===== src/rtl/uart_tx_fifo_if.sv =====
// Producer-side push port and transmitter-side valid/busy/done handshake for uart_tx_fifo.
// The FIFO itself uses the slave modport; the producer/transmitter side uses master.
interface uart_tx_fifo_if #(
    parameter int DEPTH = 16
);
    logic                     i_Wr_En;
    logic [7:0]               i_Wr_Byte;
    logic                     o_Full;
    logic                     o_Empty;
    logic [$clog2(DEPTH):0]   o_Count;
    logic                     o_Overflow;
    logic                     o_Idle;
    logic                     o_TX_Valid;
    logic [7:0]               o_TX_Byte;
    logic                     i_TX_Busy;
    logic                     i_TX_Done;

    modport slave (
        input  i_Wr_En, i_Wr_Byte, i_TX_Busy, i_TX_Done,
        output o_Full, o_Empty, o_Count, o_Overflow, o_Idle, o_TX_Valid, o_TX_Byte
    );

    modport master (
        output i_Wr_En, i_Wr_Byte, i_TX_Busy, i_TX_Done,
        input  o_Full, o_Empty, o_Count, o_Overflow, o_Idle, o_TX_Valid, o_TX_Byte
    );
endinterface


===== src/rtl/uart_tx_fifo.sv =====
// Circular byte FIFO that launches one byte per transmitter frame; launch one edge after data is visible.
// Pushes while full are dropped with a one-cycle overflow pulse; launches stall while the transmitter is busy.
module uart_tx_fifo #(
    parameter int DEPTH = 16
) (
    input logic           i_Clock,
    input logic           i_Rst_L,
    uart_tx_fifo_if.slave bus
);
    localparam int AW = $clog2(DEPTH);
    localparam int CW = AW + 1;

    typedef enum logic [1:0] {
        S_IDLE = 2'd0,
        S_WAIT = 2'd1
    } state_t;

    logic [7:0]    mem_q [DEPTH];
    logic [AW-1:0] wr_ptr_q, wr_ptr_d;
    logic [AW-1:0] rd_ptr_q, rd_ptr_d;
    logic [CW-1:0] count_q, count_d;
    logic          full_q, empty_q, overflow_q;
    logic          tx_valid_q, tx_valid_d;
    logic [7:0]    tx_byte_q, tx_byte_d;
    state_t        state_q, state_d;
    logic          push, pop;

    // Full is the registered flag, so a pop in the same cycle never rescues a push.
    assign push = bus.i_Wr_En && !full_q;

    always_comb begin
        state_d    = state_q;
        tx_valid_d = 1'b0;
        tx_byte_d  = tx_byte_q;
        pop        = 1'b0;
        case (state_q)
            S_IDLE: begin
                if (!empty_q && !bus.i_TX_Busy) begin
                    pop        = 1'b1;
                    tx_valid_d = 1'b1;
                    tx_byte_d  = mem_q[rd_ptr_q];
                    state_d    = S_WAIT;
                end
            end
            S_WAIT: begin
                if (bus.i_TX_Done) begin
                    state_d = S_IDLE;
                end
            end
            default: state_d = S_IDLE;
        endcase
    end

    assign wr_ptr_d = wr_ptr_q + AW'(push);
    assign rd_ptr_d = rd_ptr_q + AW'(pop);
    assign count_d  = count_q + CW'(push) - CW'(pop);

    always_ff @(posedge i_Clock or negedge i_Rst_L) begin
        if (!i_Rst_L) begin
            state_q    <= S_IDLE;
            wr_ptr_q   <= '0;
            rd_ptr_q   <= '0;
            count_q    <= '0;
            full_q     <= 1'b0;
            empty_q    <= 1'b1;
            overflow_q <= 1'b0;
            tx_valid_q <= 1'b0;
            tx_byte_q  <= '0;
        end else begin
            state_q    <= state_d;
            wr_ptr_q   <= wr_ptr_d;
            rd_ptr_q   <= rd_ptr_d;
            count_q    <= count_d;
            full_q     <= (count_d == CW'(DEPTH));
            empty_q    <= (count_d == '0);
            overflow_q <= bus.i_Wr_En && full_q;
            tx_valid_q <= tx_valid_d;
            tx_byte_q  <= tx_byte_d;
        end
    end

    // Storage needs no reset: contents are only visible through count-qualified reads.
    always_ff @(posedge i_Clock) begin
        if (push) begin
            mem_q[wr_ptr_q] <= bus.i_Wr_Byte;
        end
    end

    assign bus.o_Full     = full_q;
    assign bus.o_Empty    = empty_q;
    assign bus.o_Count    = count_q;
    assign bus.o_Overflow = overflow_q;
    assign bus.o_Idle     = empty_q && (state_q == S_IDLE);
    assign bus.o_TX_Valid = tx_valid_q;
    assign bus.o_TX_Byte  = tx_byte_q;
endmodule


===== src/flat_wrapper.sv =====
// flat-port wrapper written by rule: the top's interface ports become plain ports
module uart_tx_fifo_flat 
#(
    parameter int DEPTH = 16
)
  (i_Clock, i_Rst_L, bus_i_Wr_En, bus_i_Wr_Byte, bus_i_TX_Busy, bus_i_TX_Done, bus_o_Full, bus_o_Empty, bus_o_Count, bus_o_Overflow, bus_o_Idle, bus_o_TX_Valid, bus_o_TX_Byte);
  uart_tx_fifo_if #(.DEPTH(DEPTH)) bus_i ();
  input logic i_Clock;
  input logic i_Rst_L;
  input wire logic [$bits(bus_i.i_Wr_En)-1:0] bus_i_Wr_En;
  input wire logic [$bits(bus_i.i_Wr_Byte)-1:0] bus_i_Wr_Byte;
  input wire logic [$bits(bus_i.i_TX_Busy)-1:0] bus_i_TX_Busy;
  input wire logic [$bits(bus_i.i_TX_Done)-1:0] bus_i_TX_Done;
  output wire logic [$bits(bus_i.o_Full)-1:0] bus_o_Full;
  output wire logic [$bits(bus_i.o_Empty)-1:0] bus_o_Empty;
  output wire logic [$bits(bus_i.o_Count)-1:0] bus_o_Count;
  output wire logic [$bits(bus_i.o_Overflow)-1:0] bus_o_Overflow;
  output wire logic [$bits(bus_i.o_Idle)-1:0] bus_o_Idle;
  output wire logic [$bits(bus_i.o_TX_Valid)-1:0] bus_o_TX_Valid;
  output wire logic [$bits(bus_i.o_TX_Byte)-1:0] bus_o_TX_Byte;
  assign bus_i.i_Wr_En = bus_i_Wr_En;
  assign bus_i.i_Wr_Byte = bus_i_Wr_Byte;
  assign bus_i.i_TX_Busy = bus_i_TX_Busy;
  assign bus_i.i_TX_Done = bus_i_TX_Done;
  assign bus_o_Full = bus_i.o_Full;
  assign bus_o_Empty = bus_i.o_Empty;
  assign bus_o_Count = bus_i.o_Count;
  assign bus_o_Overflow = bus_i.o_Overflow;
  assign bus_o_Idle = bus_i.o_Idle;
  assign bus_o_TX_Valid = bus_i.o_TX_Valid;
  assign bus_o_TX_Byte = bus_i.o_TX_Byte;
  uart_tx_fifo #(.DEPTH(DEPTH)) u_core (.i_Clock(i_Clock), .i_Rst_L(i_Rst_L), .bus(bus_i));
endmodule

===== config.mk =====
export PLATFORM = sky130hd
export DESIGN_NAME = uart_tx_fifo_flat
export DESIGN_NICKNAME = d
export VERILOG_FILES = /design/src/rtl/uart_tx_fifo_if.sv /design/src/rtl/uart_tx_fifo.sv /design/src/flat_wrapper.sv
export SDC_FILE = /design/constraint.sdc
export NUM_CORES = 1
export LEC_CHECK = 0
export BUFFER_PORTS_ARGS = -buffer_cell sky130_fd_sc_hd__clkbuf_2
export CAP_MARGIN = 20
export CORE_UTILIZATION = 55
export DETAILED_ROUTE_END_ITERATION = 7
export PLACE_DENSITY = 0.81
export SLEW_MARGIN = 0
export SYNTH_ARGS = -nofsm -noshare
export SYNTH_HDL_FRONTEND = slang
export SYNTH_SLANG_ARGS = --single-unit

===== constraint.sdc =====
create_clock -name i_Clock -period 3.8 [get_ports i_Clock]
set_clock_uncertainty 0.1 [all_clocks]
set_input_delay 0.57 -clock i_Clock [delete_from_list [all_inputs] [get_ports i_Clock]]
set_output_delay 0.57 -clock i_Clock [all_outputs]
set_load 0.03 [all_outputs]

==> flow_metrics.py <==
metrics = {
    "clock_tree": {
        "htreeDepth": 4,
        "ctsHoldBuffers": 1,
        "insertion_delay_ns": 0.53,
        "cts_resized": 0,
        "post_cts.repair.setup_buffers": 0,
        "clockBufferDepth": 2,
        "cts_tree": "done",
        "cts_sinks": 154,
        "clockRootBuffer": "clkbuf_8",
        "cts_buffers": 17,
        "cts.reportedPaths.clkPinSlew_ns": 0.06,
    },
    "yosys": {
        "syn-num-nets": 346,
        "synth_edf_count": 128,
        "synth_top_area_cell": "edfxtp_1",
        "ys_seq_elements": 154,
        "synth_ff_type": "edfxtp_1",
        "syn_avg_cell_area_um2": 18.90,
        "netlist_top_cells_area": "edfxtp_1 63%, dfrtp_1 10%, mux4_2 7.0%, mux2i_1 4.1%, mux4_1 1.7%",
        "synthCells": 324,
        "ys_types": 36,
        "synth_warnings": 0,
        "yosysTopAreaCellShare_pct": 62.77,
        "syn_area_um2": 6123,
        "synth_seq_area_share_pct": 73.42,
        "synth-async-reset-ratio_pct": 16.88,
    },
    "floorplan": {
        "die_area_um2": 11560,
        "ioPinCount": 31,
        "core-area_um2": 10840,
        "die_x_um": 107.5,
        "start_util_pct": 56.49,
        "num_rows": 38,
        "die_y_um": 107.5,
    },
    "worst_setup_path": {
        "worstSetupPathType": "flip-flop to flip-flop",
        "reg2reg_depth": 10,
        "worstPathArrival_ns": 3.46,
        "slowest_delay_ns": 0.53,
        "slowest_stage": "dfstp_2",
        "r2r_slack_ns": 0.68,
        "required_ns": 4.14,
        "cp_max_fo": 19,
        "worstPathCellList": "or3_1 -> inv_2 -> ha_1 -> inv_1 -> ha_1 -> fa_1 -> a21o_1 -> a21oi_1 -> xnor2_1 -> nor3b_1",
        "cp_common_cell": "ha_1",
        "cp-end-kind": "flip-flop",
        "cp-start-kind": "flip-flop",
    },
    "drt": {
        "drc": 0,
        "wl_per_cell_um": 22.14,
        "num_vias": 3084,
        "dr.pass1.iters": 5,
        "dr.first_iter.drc_count": 308,
        "routed_via_density": 5.988,
        "wirelength_um": 11400,
        "drt.antenna.violating_nets": 0,
    },
    "grt": {
        "antenna_found_initial": 0,
        "grt_pass1_vias": 3163,
        "grt_max_degree": 28,
        "track_usage_pct": 22.09,
        "grt_overflow": 0,
        "grt_pass1_wl_um": 17760,
    },
    "power_and_ir_drop": {
        "pwr-share-clk_pct": 30.5,
        "combPwrFrac_pct": 28.1,
        "p_leak_nw": 2.520,
        "swShare_pct": 30.95,
        "powerDensity_nw_per_um2": 815.1,
        "internal_power_mw": 3.919,
        "p_switching_mw": 1.756,
        "peakVddDrop_mv": 0.4363,
        "p_seq_share_pct": 41.5,
    },
    "min_path": {
        "hold_depth": 2,
        "min_path_type": "input pin to flip-flop",
    },
    "timing": {
        "post-route-min-period_ns": 3.120,
        "setup_violations": 0,
        "fmax_mhz": 320.5,
        "post-route-period-util_pct": 82.11,
        "tns_ns": 0,
        "hold_viol": 0,
        "rsz0062_at_grt": "false",
        "tightest_slew_ns": 0.8111,
        "setup_ws_ns": 0.6798,
        "maxSlewHeadroom_pct": 45.73,
        "final_max_slew_viol_count": 0,
    },
    "placed_design": {
        "dpl_worst_slack_ns": 0.5990,
        "gp_congestion": 0.8042,
        "io_buffers": 30,
        "dp_hpwl_um": 7098,
    },
    "final_layout": {
        "layout-drive-gt1-share_pct": 22.67,
        "area_growth_pct": 13.71,
        "fin_nets": 386,
        "diodes": 0,
    },
    "run_status": {
        "status": "completed",
    },
    "flow_run": {
        "max_cap_viol_count": 0,
    },
}
[power by group through the flow]
| stage | logic [mW] | clock network, mW | registers [mW] |
|---|---|---|---|
| 4_1_cts | 1.60 | 1.75 | 2.35 |
| 2_1_floorplan | 1.21 | 0 | 2.40 |
| 3_5_place_dp | 1.59 | 0 | 2.38 |
| 6_report | 1.59 | 1.73 | 2.35 |
| 3_3_place_gp | 1.55 | 0 | 2.37 |
| 5_1_grt | 1.72 | 1.82 | 2.39 |
[registers in the layout (all words and copies together) (netlist names), 4 cells and up]
name / flops
u_core.bus.o_Count: 5
u_core.bus.o_TX_Byte: 8
u_core.mem_q: 128
u_core.rd_ptr_q: 4
u_core.wr_ptr_q: 4
[stage by stage]
stage               total power [mW]  utilization [%]  hold slack, ns  instance area, um^2  std cells
floorplan                      3.605                -          0.1744                 6123        324
global placement               3.921            58.59          0.3975                 6351        484
detailed placement             3.969            58.59          0.4073                 6351        484
CTS                            5.704            64.23          0.1078                 6963        515
global route                   5.922            64.23          0.1270                 6963        515
finish                         5.675            64.23          0.1249                 6963        515
[placed cells by master, fill, tap and decap left out, types with 2 or more instances in the layout]
cell type    n
mux4_2      19
edfxtp_1   128
dfrtp_1     24
and2_1       4
mux4_1       4
nor3_1      12
or3_1        2
clkbuf_1     4
xor2_1       3
clkbuf_2    30
xnor2_1      6
inv_1        7
nand3_1      4
a21o_1       2
buf_4        7
a21oi_1      2
a221o_1      7
clkinv_2     2
bufinv_16    5
nand2_1      4
o211ai_1     2
a221oi_1     7
nor2b_1      4
nor2_1      21
nand3b_1     2
nand2b_1     2
ha_1         8
clkbuf_16   16
mux2i_1     25
[synthesized netlist by cell type (3+ instances only)]
library cell and number:
nor2b_1 4, inv_1 7, buf_6 5, xor2_1 3, a221oi_1 7, dfrtp_1 25
buf_4 3, mux2i_1 25, ha_1 8, a221o_1 7, xnor2_1 6, nand3_1 4
edfxtp_1 128, nand2_1 4, and2_1 4, mux4_1 4, clkbuf_1 4, nor3_1 12
mux4_2 19, nor2_1 21
[critical path: cells and delay by family, from the launching register on]
kind,cells,cell delay [ns]
AO/OA/AOI/OAI,2,0.37
XOR/XNOR,1,0.17
adder cells (fa/ha/maj),3,0.93
buffers and inverters,2,0.17
flip-flops,1,0.53
AND/OR/NAND/NOR,2,0.75
[layout make-up]
class / count / area [um^2]
Timing Repair Buffer: 38 / 212.7
Sequential cell: 154 / 4497
Clock buffer: 21 / 429.2
Multi-Input combinational cell: 145 / 1446
Inverter: 8 / 30.03
Fill cell: 688 / 3877
Clock inverter: 9 / 172.7
Tap cell: 140 / 175.2
[routing by layer]
metal  vias to the layer above  wire (um)  track usage, %
met1                      1574       5023           30.42
li1                       1359          -               -
met5                         -          0               0
met4                         0        355           12.52
met3                        26        638           6.356
met2                       125       5382           31.68
[kinds of logic (layout without fill, tap and decap cells)]
kind of cell | Yosys count | after routing | synth area share [%]
flip-flops | 154 | 154 | 73.42
adder cells (fa/ha/maj) | 9 | 9 | 1.962
AO/OA/AOI/OAI | 22 | 22 | 3.004
AND/OR/NAND/NOR | 57 | 57 | 4.577
XOR/XNOR | 9 | 9 | 1.287
multiplexers | 48 | 48 | 12.79
buffers and inverters | 25 | 76 | 2.963
[worst paths after layout]
kind | start | end
max reg2reg | u_core.bus.o_Empty$_DFF_PN1_ | u_core.bus.o_Full$_DFF_PN0_
min reg2reg | u_core.bus.o_TX_Byte[4]$_DFFE_PN0P_ | u_core.bus.o_TX_Byte[4]$_DFFE_PN0P_
min | bus_i_TX_Done | u_core.state_q[0]$_DFFE_PN0P_
min in group asynchronous | i_Rst_L | u_core.bus.o_Full$_DFF_PN0_
max in group asynchronous | i_Rst_L | u_core.rd_ptr_q[1]$_DFF_PN0_
max | u_core.bus.o_Empty$_DFF_PN1_ | u_core.bus.o_Full$_DFF_PN0_
(Power assumes the default switching activity.)
